<file path="config.mk">
export PLATFORM = sky130hd
export DESIGN_NAME = fetch_stage
export DESIGN_NICKNAME = d
export VERILOG_FILES = /design/src/rtl/fetch_stage.sv
export SDC_FILE = /design/constraint.sdc
export NUM_CORES = 1
export LEC_CHECK = 0
export CORE_MARGIN = 2
export CORE_UTILIZATION = 43
export DETAILED_ROUTE_END_ITERATION = 8
export PLACE_DENSITY = 0.88
export SLEW_MARGIN = 20
export SYNTH_ARGS = -nofsm -noshare
export SYNTH_HDL_FRONTEND = slang
export SYNTH_SLANG_ARGS = --single-unit
</file>
<file path="constraint.sdc">
create_clock -name clk -period 2.33 [get_ports clk]
set_input_delay 0.233 -clock clk [delete_from_list [all_inputs] [get_ports clk]]
set_output_delay 0.233 -clock clk [all_outputs]
set_load 0.02 [all_outputs]
</file>
<file path="src/rtl/fetch_stage.sv">
// Fetch stage: one outstanding imem read, presents {pc, insn} to decode.
// Optional misaligned-redirect trap enabled by FETCH_MISALIGN_TRAP_EN.
module fetch_stage #(
    parameter logic [31:0] RESET_VECTOR = 32'h0000_0000
) (
    input  logic        clk,
    input  logic        rst,
    input  logic        next_stall,
    output logic        done_next,
    input  logic        control_flow_affected,
    input  logic [31:0] jump_target,
    input  logic        jump_target_valid,
    output logic [31:0] imem_request_addr,
    output logic        imem_request_valid,
    input  logic        imem_request_ready,
    input  logic [31:0] imem_response_data,
    input  logic        imem_response_valid,
    output logic [31:0] program_count_out,
    output logic        program_count_valid_out,
    output logic [31:0] instruction_data_out,
`ifdef FETCH_MISALIGN_TRAP_EN
    output logic        instruction_misaligned_out,
`endif
    output logic        instruction_data_valid_out
);

    localparam int ADDR_WIDTH        = 32;
    localparam int INSTRUCTION_WIDTH = 32;

    typedef enum logic [1:0] {
        S_REQ  = 2'd0,
        S_WAIT = 2'd1,
        S_HOLD = 2'd2,
        S_TRAP = 2'd3
    } state_t;

    state_t state;
    state_t state_next;

    logic [ADDR_WIDTH-1:0]        pc;
    logic [ADDR_WIDTH-1:0]        pc_q;
    logic [ADDR_WIDTH-1:0]        target_pc;
    logic [INSTRUCTION_WIDTH-1:0] instr_q;
    logic                         pc_vld_q;
    logic                         ins_vld_q;
    logic                         squash;

    logic redirect;
    logic handshake;
    logic transfer;
    logic rsp_in_wait;
    logic drop_rsp;
    logic trap_jump;
    logic trap_live;

    assign redirect    = control_flow_affected && jump_target_valid;
    assign handshake   = imem_request_valid && imem_request_ready;
    assign transfer    = done_next && !next_stall;
    assign rsp_in_wait = (state == S_WAIT) && imem_response_valid;
    assign drop_rsp    = squash || redirect;

`ifdef FETCH_MISALIGN_TRAP_EN
    logic trap_done;
    logic mis_q;

    assign trap_jump = redirect && (jump_target[1:0] != 2'b00);
    assign target_pc = jump_target;
    assign trap_live = (state == S_TRAP) && !trap_done;
`else
    assign trap_jump = 1'b0;
    // Low bits are dropped so pc always stays word aligned.
    assign target_pc = jump_target & ~ADDR_WIDTH'(3);
    assign trap_live = 1'b0;
`endif

    always_ff @(posedge clk) begin
        if (rst) begin
            state <= S_REQ;
        end else begin
            state <= state_next;
        end
    end

    always_comb begin
        state_next = state;
        if (trap_jump) begin
            state_next = S_TRAP;
        end else begin
            unique case (state)
                S_REQ: begin
                    if (handshake) state_next = S_WAIT;
                end
                S_WAIT: begin
                    if (imem_response_valid)
                        state_next = drop_rsp ? S_REQ : S_HOLD;
                end
                S_HOLD: begin
                    if (redirect || transfer) state_next = S_REQ;
                end
                S_TRAP: begin
                    if (redirect) state_next = S_REQ;
                end
            endcase
        end
    end

    // Any control_flow_affected gates both handshakes in the same cycle.
    always_comb begin
        imem_request_valid = 1'b0;
        done_next          = 1'b0;
        if (!rst && !control_flow_affected) begin
            imem_request_valid = (state == S_REQ);
            done_next          = (state == S_HOLD) || trap_live;
        end
    end

    assign imem_request_addr = pc;

    always_ff @(posedge clk) begin
        if (rst) begin
            pc     <= RESET_VECTOR;
            squash <= 1'b0;
        end else begin
            if (redirect) begin
                pc <= target_pc;
            end else if (rsp_in_wait && !squash) begin
                pc <= pc + ADDR_WIDTH'(4);
            end
            if (rsp_in_wait) begin
                squash <= 1'b0;
            end else if ((state == S_WAIT) && redirect) begin
                squash <= 1'b1;
            end else if ((state == S_TRAP) && imem_response_valid) begin
                squash <= 1'b0;
            end
        end
    end

    always_ff @(posedge clk) begin
        if (rst) begin
            pc_q      <= '0;
            instr_q   <= '0;
            pc_vld_q  <= 1'b0;
            ins_vld_q <= 1'b0;
        end else if (trap_jump) begin
            pc_q      <= jump_target;
            pc_vld_q  <= 1'b1;
            ins_vld_q <= 1'b0;
        end else if (rsp_in_wait && !drop_rsp) begin
            pc_q      <= pc;
            instr_q   <= imem_response_data;
            pc_vld_q  <= 1'b1;
            ins_vld_q <= 1'b1;
        end else if (((state == S_HOLD) || (state == S_TRAP))
                     && (redirect || transfer)) begin
            pc_vld_q  <= 1'b0;
            ins_vld_q <= 1'b0;
        end
    end

`ifdef FETCH_MISALIGN_TRAP_EN
    // After the trap is handed over the stage idles until redirected.
    always_ff @(posedge clk) begin
        if (rst) begin
            mis_q     <= 1'b0;
            trap_done <= 1'b0;
        end else if (trap_jump) begin
            mis_q     <= 1'b1;
            trap_done <= 1'b0;
        end else if ((state == S_TRAP) && (redirect || transfer)) begin
            mis_q     <= 1'b0;
            trap_done <= transfer;
        end
    end

    assign instruction_misaligned_out = mis_q;
`endif

    assign program_count_out          = pc_q;
    assign program_count_valid_out    = pc_vld_q;
    assign instruction_data_out       = instr_q;
    assign instruction_data_valid_out = ins_vld_q;

endmodule

</file>
Yosys cells after proc, flatten, opt, wreduce, memory -nomap -nowiden

Cells that the tools add are included.

Flip-flop bits (word level): 100
Output and inout port bits: 100
Bits of input ports: 71

Equal/unequal tests: 7
Reduce and logical (&&, ||, !) cells: 25
$add $sub $neg: 1
Mux-type cells: 14

Operators by type and width:

| kind                    | count |
|---|---|
| $mux W32                | 2 |
| $add A32 B3 Y32 const B | 1 |
| $logic_and A1 B1 Y1     | 10 |
| $mux W2                 | 5 |
| $ne A2 B2 Y1 const B    | 4 |
| $pmux W2 S4             | 1 |
| $mux W1                 | 6 |
| $reduce_bool A2 Y1      | 3 |
| $logic_not A1 Y1        | 5 |
| $eq A2 B2 Y1 const B    | 2 |
| $reduce_and A4 Y1       | 1 |
| $reduce_or A2 Y1        | 2 |
| $logic_or A1 B1 Y1      | 3 |
| $eq A2 B1 Y1 const B    | 1 |
| $logic_not A2 Y1        | 1 |

Depth between registers and ports, before layout

Gate-level depths: netlist of the first run.

Depth after elaboration: 8
Depth in mapped cells: 6
Depth with buffers taken out: 5

Worst setup path after synthesis of the first run

Ideal clock, no wire load.

Path type: reg-to-reg
From: register pc[2] (netlist: imem_request_addr[2])
To: register pc[22] (netlist: imem_request_addr[22])
Arrival time: 1.990 ns
Period minus slack after synthesis: 2.081 ns
Setup slack: 0.249 ns
Cell stages (with the launch flop): 7
Path buffers: 1
Path through: dfxtp_1 -> ha_1 -> and3_1 -> clkbuf_1 -> nand3_1 -> or4_1 -> a311oi_1

Word-level cells in the longest chain between the ends: 3

RTL lines:

| item                     | RTL line | text |
|---|---|---|
| start: declaration       | 40       | `logic [ADDR_WIDTH-1:0] pc;` |
| start signal: assignment | 125      | `pc <= target_pc;` |
| start signal: assignment | 127      | `pc <= pc + ADDR_WIDTH'(4);` |
| $add A32 B3 Y32          | 127      |  |
| $mux W32                 | 126      | `end else if (rsp_in_wait && !squash) begin` |
| $mux W32                 | 124      | `if (redirect) begin` |

No other way between the ends. The select of a mux whose other input is x is not followed.
A chain may end at the register's enable or synchronous reset.

Worst setup path after layout of the first run

From: register state[0]
To: output imem_request_valid

Word-level cells in the longest chain between the ends: 2

RTL lines:

| item                     | RTL line | text |
|---|---|---|
| start: declaration       | 37       | `state_t state;` |
| start signal: assignment | 80       | `state <= state_next;` |
| $logic_not A2 Y1         | 112      | `imem_request_valid = (state == S_REQ);` |
| $mux W1                  | 111      | `if (!rst && !control_flow_affected) begin` |
| end: declaration         | 14       | `output logic imem_request_valid,` |

No other way between the ends.

==> impl_metrics.json, run 1 <==
{
  "setup_viol_count_final": 0,
  "async_flop_share": 0,
  "syn_area_um2": 4169,
  "met1_usage": 0.2951,
  "start_kind": "register",
  "hold_viol": 0,
  "cp.arrival_ns": 1.94,
  "area_growth_pct": 48.56,
  "grt.overflow.total": 0,
  "slowest_delay_ns": 0.63,
  "grt_pass1_vias": 4239,
  "syn_avg_cell_area_um2": 7.926,
  "synth_edf_count": 0,
  "worstSetupPathType": "register to primary output",
  "dp_cells": 802,
  "drive_above_1_share": 0.07112,
  "io-pin-count": 171,
  "worst_clock_skew_ns": 0.01369,
  "grt_start_max_net_pins": 106,
  "power_density_nw_per_um2": 544.0,
  "ant_nets": 0,
  "netlist.area_leader.share": 0.4610,
  "die_h_um": 102.5,
  "crit_fanout": 8,
  "synth_flop_cell": "dfxtp_1",
  "numPortBuffers": 164,
  "h-tree-depth": 3,
  "initial_core_util": 0.4469,
  "final.period_utilization": 0.9306,
  "synth_area_leader_cell": "dfxtp_1",
  "hold_ws_ns": 0.4045,
  "fillers": 788,
  "ys_warn_count": 0,
  "path_cells": "or3_1, nor2_1, clkdlybuf4s50_1",
  "drtIter0Drc": 263,
  "wirelength_um": 12980,
  "root_buffer": "clkbuf_8",
  "track_usage": 0.2416,
  "numCtsBuffers": 9,
  "hpwlAfterDp_um": 9400,
  "min_period_ns": 2.168,
  "slowest_stage": "clkdlybuf4s50_1",
  "rows": 35,
  "hold_class": "input pin to register",
  "synth_cells": 526,
  "core_area_um2": 9328,
  "drc": 0,
  "cts_tree": "built",
  "die_w_um": 102.5,
  "cts_repair_resize_count": 0,
  "synth.area.top_cells": "dfxtp_1 (46%), nand2_1 (13%), a21oi_1 (8.0%), nor2_1 (2.9%), a311oi_1 (2.5%)",
  "vias": 4459,
  "ys_seq_area_frac": 0.4610,
  "ys_types": 44,
  "ys_ff_latch": 96,
  "fin_nets": 756,
  "fin_cells": 818,
  "clockBufferDepth": 2,
  "antenna_found_initial": 0,
  "cts_setup_buffers": 0,
  "endpoint_kind": "primary output",
  "status": "finished clean",
  "p_leak_nw": 2.025,
  "cts_hold_buffers": 0,
  "worst_pin_slew_ns": 0.6224,
  "required_ns": 2.10,
  "setup_tns_ns": 0,
  "grt_use_met3": 0.05130,
  "slew-limit-headroom": 0.5851,
  "cts.sinks": 96,
  "cts.clk_slew.worst_paths_ns": 0.09,
  "drtPass1Iterations": 4,
  "clk_latency_ns": 0.36,
  "grt_pass1_wl_um": 20180,
  "dieArea_um2": 10500,
  "maxCapViolCount": 0,
  "fmax_ghz": 0.4612,
  "gp_congestion": 0.8840,
  "finalMaxSlewViolations": 0,
  "avgViaCountPerCell": 5.451,
  "diodes": 0,
  "grt.busiest_layer": "met2",
  "rsz0062_at_grt": "no",
  "ir_drop_mv": 0.3775,
  "grtUsageMet2": 0.4178,
  "post_drt_wl_per_cell_um": 15.87
}
==> metal layers <==
| layer | part of all wire | routed length [um] |
|---|---|---|
| met5 | 0 | 0 |
| met2 | 0.50 | 6481 |
| met1 | 0.41 | 5299 |
| met3 | 0.062 | 806 |
| met4 | 0.030 | 391 |
==> worst max-delay path, delay by kind of cell (launching register included) <==
family / cells / cell delay (ns)
buf+inv: 1 / 0.63
flops: 1 / 0.40
simple gates: 2 / 0.56
==> sequential cells by signal, indices dropped and copies added (netlist names) <==
name                        cells
state                           2
instruction_data_valid_out      1
squash                          1
imem_request_addr              30
instruction_data_out           32
program_count_out              30
==> cells by family (layout without fill, tap and decap cells) <==
logic type / after synthesis / after routing / share of synthesized area
and+or+nand+nor: 258 / 258 / 0.3004
AOI/OAI and AO/OA: 118 / 118 / 0.1687
DFF: 96 / 96 / 0.4610
buffers and inverters: 42 / 202 / 0.04502
xor gates and xnor gates: 10 / 10 / 0.02101
adders and majority gates: 1 / 1 / 0.003001
other: 1 / 4 / 0.0008995
==> cell usage after synthesis, drive strengths merged (2+ instances only) <==
cell type and instances:
nand4 11, nand2 147, a211oi 13, nor3b 8, and3 2, xor2 9
and2 2, o21ai 12, or4 15, clkbuf 25, buf 16, a31oi 3
nor3 2, nor4 2, a311oi 12, a21oi 67, nor2 32, o211ai 2
and4 7, o31ai 5, or3 11, dfxtp 96, nand3 14
==> cell usage in the layout (no fill, tap or decap), drive strengths merged, types with 8 or more instances in the layout <==
cell and count:
clkdlybuf4s50 163, nand2 147, dfxtp 96, a21oi 67
nor2 32, buf 22, or4 15, nand3 14
a211oi 13, o21ai 12, a311oi 12, or3 11
clkbuf 11, nand4 11, xor2 9, nor3b 8
==> per-stage QoR <==
step / worst slack (ns) / area (um^2) / power, mW / utilization
after floorplan: 0.2492 / 4180 / 1.991 / -
after global placement: 0.05853 / 5989 / 2.254 / 0.6421
after detailed placement: 0.05874 / 5989 / 2.268 / 0.6421
after CTS: 0.1476 / 6193 / 3.387 / 0.6640
after global routing: 0.06538 / 6193 / 3.493 / 0.6640
final: 0.1616 / 6193 / 3.369 / 0.6640
==> worst paths after layout <==
path                    startpoint                     to  depth (start not counted)  slack [ns]
max                       state[0]     imem_request_valid                          3        0.16
min                            rst  program_count_out[30]                          3        0.40
max reg2reg   imem_request_addr[2]  imem_request_addr[20]                          5        0.21
min reg2reg  program_count_out[27]  program_count_out[27]                          2        0.46
==> final cells by class <==
| cell class | instances | area (um^2) | area share |
|---|---|---|---|
| well taps | 129 | 161.4 | 0.02606 |
| clock buffers | 11 | 141.4 | 0.02283 |
| flip-flops and latches | 96 | 1922 | 0.3103 |
| inverters | 1 | 3.754 | 0.0006061 |
| clock inverters | 5 | 62.56 | 0.01010 |
| repair buffers | 185 | 1822 | 0.2941 |
| multi-input cells | 391 | 2081 | 0.3360 |
==> power by group <==
group          leakage (nW)  switching, mW  internal [mW]
clock network        0.0966          0.598          0.534
registers             0.780         0.0678           1.69
logic                  1.15          0.227          0.253
Power figures use the tool's default switching activity.
==> run 2, diff against run 1 <==
CORE_UTILIZATION = 50   (was 43)
DONT_BUFFER_PORTS = 1   (was default)
PLACE_DENSITY = 0.73   (was 0.88)
==> run 2 against run 1 <==
Effect of this change:
- sequential power about the same
- largest power group unchanged
- final cell count is 18% lower
- core utilization decreased by 6.3 points
- register-to-register slack lost 0.02 ns
- wire length shrank 11%
- via count is 13% lower
- critical path type is now register to register
- total power down 5.8%
==> impl_metrics.json, run 2 (synthesized netlist as in run 1, its figures left out) <==
{
  "status": "finished clean",
  "cp.arrival_ns": 2.41,
  "post_drt_wl_per_cell_um": 17.34,
  "cts.sinks": 96,
  "root_buffer": "clkbuf_8",
  "clk_latency_ns": 0.37,
  "drtPass1Iterations": 4,
  "wl_met3_um": 984,
  "power_density_nw_per_um2": 649.4,
  "cts.clk_slew.worst_paths_ns": 0.10,
  "p_sw_mw": 0.8578,
  "worstHoldPathCells": 2,
  "die_h_um": 95.31,
  "area_growth_pct": 17.29,
  "worstSetupPathType": "register to register",
  "wirelength_um": 11600,
  "drc": 0,
  "fmax_ghz": 0.4663,
  "worst_slack_ns": 0.1856,
  "clockBufferDepth": 2,
  "hold_viol": 0,
  "crit_fanout": 10,
  "slew-limit-headroom": 0.5649,
  "numCtsBuffers": 9,
  "rows": 33,
  "initial_core_util": 0.5125,
  "drt-met1-wl_um": 4550,
  "maxCapViolCount": 0,
  "rsz0062_at_grt": "no",
  "io-pin-count": 171,
  "drive_above_1_share": 0.1012,
  "cts_hold_buffers": 31,
  "vias": 3900,
  "hold_class": "input pin to register",
  "largest_register_ff_count": 32,
  "final_common_cell": "nand2_1",
  "ir_drop_mv": 0.2652,
  "cts_repair_resize_count": 0,
  "worst_clock_skew_ns": 0.01538,
  "fin_nets": 631,
  "worst_pin_slew_ns": 0.6527,
  "p_int_mw": 2.318,
  "met2_length_um": 5947,
  "grt.overflow.total": 0,
  "reg2reg_depth": 4,
  "grt_pass1_vias": 3592,
  "drtIter0Drc": 175,
  "endpoint_kind": "register",
  "finalMaxSlewViolations": 0,
  "h-tree-depth": 3,
  "combPwrFrac": 0.101,
  "cts_tree": "built",
  "p_leak_nw": 1.603,
  "dieArea_um2": 9084,
  "p_seq_frac": 0.557,
  "grt_pass1_wl_um": 17260,
  "routed.top_layer": "met4",
  "required_ns": 2.59,
  "start_kind": "register",
  "hpwlAfterDp_um": 7652,
  "final_cell_mix": "nand2_1 (145), dfxtp_1 (96), a21oi_1 (67), nor2_1 (31), dlygate4sd3_1 (30)",
  "ant_nets": 0,
  "core_area_um2": 8134,
  "setup_tns_ns": 0,
  "grt_start_max_net_pins": 92,
  "cts_setup_buffers": 0,
  "numPortBuffers": 0,
  "post-place-ws_ns": 0.2180,
  "switching_share": 0.2701,
  "antenna_found_initial": 1,
  "avgViaCountPerCell": 5.830,
  "pwr-share-clk": 0.342,
  "track_usage": 0.2447,
  "die_w_um": 95.31,
  "setup_viol_count_final": 0,
  "final.period_utilization": 0.9204,
  "fin_util": 0.6011,
  "gp_congestion": 0.7991,
  "min_period_ns": 2.144
}
[run 2: cell types whose count changed in the layout (fill, tap and decap cells not counted), sizes merged]
cell           change
clkinv             +1
buf                +8
clkbuf             -2
dlygate4sd3       +30
clkdlybuf4s50    -163
diode              +1
[run 2: path summary, 6_finish.rpt]
| path | to | slack [ns] | start |
|---|---|---|---|
| worst min-delay path | instruction_data_out[10] | 0.02 | imem_response_data[10] |
| worst min register to register | instruction_data_out[14] | 0.56 | instruction_data_out[14] |
| worst max-delay path | imem_request_addr[15] | 0.19 | state[0] |
| worst max register to register | imem_request_addr[15] | 0.19 | state[0] |
[run 2: final cells by class]
type                       instances  area (um^2)
sequential                        96         1922
clock buffer                       9        123.9
inverter                           1        3.754
multi-input combinational        391         2081
antenna                            1        2.502
fill                             717         3244
timing repair buffer              60        558.0
tap                              105        131.4
clock inverter                     6        67.56
[run 2: per-stage QoR]
| stage | cell area, um^2 | instances | power, mW | hold slack [ns] |
|---|---|---|---|---|
| final | 4890 | 669 | 3.175 | 0.01749 |
| after global placement | 4368 | 622 | 2.044 | 0.3105 |
| after global routing | 4890 | 669 | 3.298 | 0.01205 |
| after floorplan | 4180 | 529 | 1.991 | 0.3335 |
| after CTS | 4887 | 668 | 3.193 | 0.01066 |
| after detailed placement | 4368 | 622 | 2.055 | 0.3119 |
[run 2: metal layers]
metal / GRT usage / vias to the layer above
met4: 0.08333 / 0
li1: - / 1905
met1: 0.2708 / 1822
met2: 0.4343 / 164
met3: 0.08538 / 9
met5: 0 / -
[run 2: power groups by stage]
stage | Sequential [mW] | Clock (mW) | Combinational, mW
after global routing | 1.78 | 1.17 | 0.349
after detailed placement | 1.81 | 0 | 0.249
after global placement | 1.80 | 0 | 0.241
final | 1.77 | 1.09 | 0.320
after CTS | 1.77 | 1.11 | 0.318
after floorplan | 1.84 | 0 | 0.154
[run 2: worst max-delay path, stage by stage, from the launching register on]
cell and delay [ns]:
dfxtp_1 0.49, and4bb_2 0.40, nand4_2 0.30, or4_1 0.54, a311oi_1 0.30
==> run 3, diff against run 2 <==
CORE_UTILIZATION = 63   (was 50)
PLACE_DENSITY = 0.87   (was 0.73)
==> run 3 against run 2 <==
Effect of this change:
- non-clock buffer count down 14
- total power down 0.63%
- final cell count down 6.3%
- clock power about the same
- sequential power about the same
- via count up 0.51%
- global-route usage up 5.7 points
- core utilization up 14 points
- maximum frequency down 0.45%
- count of clock-buffer cells in the layout up 1
- largest cell class unchanged
==> impl_metrics.json, run 3 (synthesized netlist as in run 1, its figures left out) <==
{
  "drive_above_1_share": 0.1002,
  "grt_pass1_wl_um": 17880,
  "clk_latency_ns": 0.36,
  "pwr-share-clk": 0.345,
  "initial_core_util": 0.6528,
  "setup_viol_count_final": 0,
  "slew-limit-headroom": 0.5810,
  "area_growth_pct": 13.27,
  "maxCapViolCount": 0,
  "crit_fanout": 13,
  "worst_clock_skew_ns": 0.01078,
  "worstSetupPathType": "register to register",
  "cts.clk_slew.worst_paths_ns": 0.09,
  "fin_util": 0.7394,
  "power_density_nw_per_um2": 668.2,
  "hold_start": "imem_response_data[3]",
  "die_w_um": 85.35,
  "p_int_mw": 2.326,
  "root_buffer": "clkbuf_8",
  "io-pin-count": 171,
  "setup_tns_ns": 0,
  "fillers": 483,
  "stdcell_area_um2": 4722,
  "hold_class": "input pin to register",
  "p_seq_frac": 0.561,
  "hold_viol": 0,
  "cts_setup_buffers": 0,
  "vias": 3920,
  "antenna_found_initial": 0,
  "final_cell_mix": "nand2_1 (145), dfxtp_1 (96), a21oi_1 (67), nor2_1 (31), buf_4 (26)",
  "p_sw_mw": 0.8295,
  "drtPass1Iterations": 5,
  "required_ns": 2.59,
  "dpl_cell_area_um2": 4318,
  "start_kind": "register",
  "finalMaxSlewViolations": 0,
  "hpwlAfterDp_um": 7097,
  "wirelength_um": 10900,
  "h-tree-depth": 3,
  "min_period_ns": 2.154,
  "numCtsBuffers": 9,
  "cts_repair_resize_count": 0,
  "p_leak_nw": 1.549,
  "r2r-start": "state[1]",
  "clockBufferDepth": 2,
  "ir_drop_mv": 0.5345,
  "grt.overflow.total": 0,
  "core_area_um2": 6386,
  "rows": 29,
  "switching_share": 0.2629,
  "fin_nets": 617,
  "drc": 0,
  "dieArea_um2": 7284,
  "status": "finished clean",
  "holdPathEnd": "instruction_data_out[3]",
  "fmax_ghz": 0.4642,
  "ff2ff_setup_slack_ns": 0.18,
  "rsz0062_at_grt": "no",
  "largest_register_ff_count": 32,
  "avgViaCountPerCell": 6.252,
  "combPwrFrac": 0.094,
  "track_usage": 0.3019,
  "die_h_um": 85.35,
  "final.period_utilization": 0.9245,
  "cts_hold_buffers": 19,
  "worstReg2RegEnd": "imem_request_addr[15]",
  "reg2reg_depth": 4,
  "drtIter0Drc": 236,
  "ant_nets": 0,
  "worst_pin_slew_ns": 0.6285,
  "endpoint_kind": "register",
  "cp.arrival_ns": 2.42,
  "worstHoldPathCells": 2,
  "grt_start_max_net_pins": 92,
  "post_drt_wl_per_cell_um": 17.38,
  "final_common_cell": "nand2_1",
  "grt_pass1_vias": 3780,
  "gp_congestion": 0.8335,
  "cts.sinks": 96,
  "cts_tree": "built",
  "numPortBuffers": 0
}
[run 3: how the worst max path moves through the flow]
stage,from,end,slack (ns)
floorplan,imem_request_addr[2],imem_request_addr[22],0.25
global placement,state[1],imem_request_addr[15],0.29
detailed placement,state[1],imem_request_addr[15],0.21
CTS,state[1],imem_request_addr[15],0.18
global route,imem_request_addr[5],imem_request_addr[22],0.04
finish,state[1],imem_request_addr[15],0.18
[run 3: worst max-delay path, cell delays in order, from the launching register on]
cell and delay, ns:
dfxtp_1 0.39, and4bb_2 0.54, nand4_2 0.32, or4_1 0.54
a311oi_1 0.26
[run 3: area by class of cell]
cell class	instances	area, um^2	share of cell area
Clock buffer	10	137.6	0.02915
Multi-Input combinational cell	391	2081	0.4406
Clock inverter	5	56.30	0.01192
Antenna cell	1	2.502	0.0005299
Sequential cell	96	1922	0.4070
Inverter	1	3.754	0.0007949
Timing Repair Buffer	46	422.9	0.08956
Tap cell	77	96.34	0.02040
[run 3: metal layers]
metal / up-vias / GRT usage / wire, um / share of wire
li1: 1872 / - / - / -
met1: 1844 / 0.3608 / 4275 / 0.39
met2: 180 / 0.5234 / 5496 / 0.50
met3: 24 / 0.07004 / 883 / 0.081
met4: 0 / 0.1198 / 242 / 0.022
met5: - / 0 / 0 / 0
[run 3: stage by stage]
| stage | instances | hold slack (ns) | power (mW) | worst slack, ns |
|---|---|---|---|---|
| detailed placement | 592 | 0.3124 | 2.045 | 0.2055 |
| CTS | 626 | 0.00001177 | 3.160 | 0.1811 |
| finish | 627 | 0.008525 | 3.155 | 0.1759 |
| global placement | 592 | 0.3097 | 2.035 | 0.2942 |
| floorplan | 529 | 0.3335 | 1.991 | 0.2492 |
| global route | 626 | 0.004649 | 3.261 | 0.03648 |
[run 3: power groups by stage]
| stage | sequential [mW] | combinational [mW] | clock, mW |
|---|---|---|---|
| finish | 1.77 | 0.297 | 1.09 |
| global route | 1.78 | 0.322 | 1.16 |
| CTS | 1.77 | 0.292 | 1.10 |
| detailed placement | 1.81 | 0.238 | 0 |
| global placement | 1.80 | 0.232 | 0 |
| floorplan | 1.84 | 0.154 | 0 |
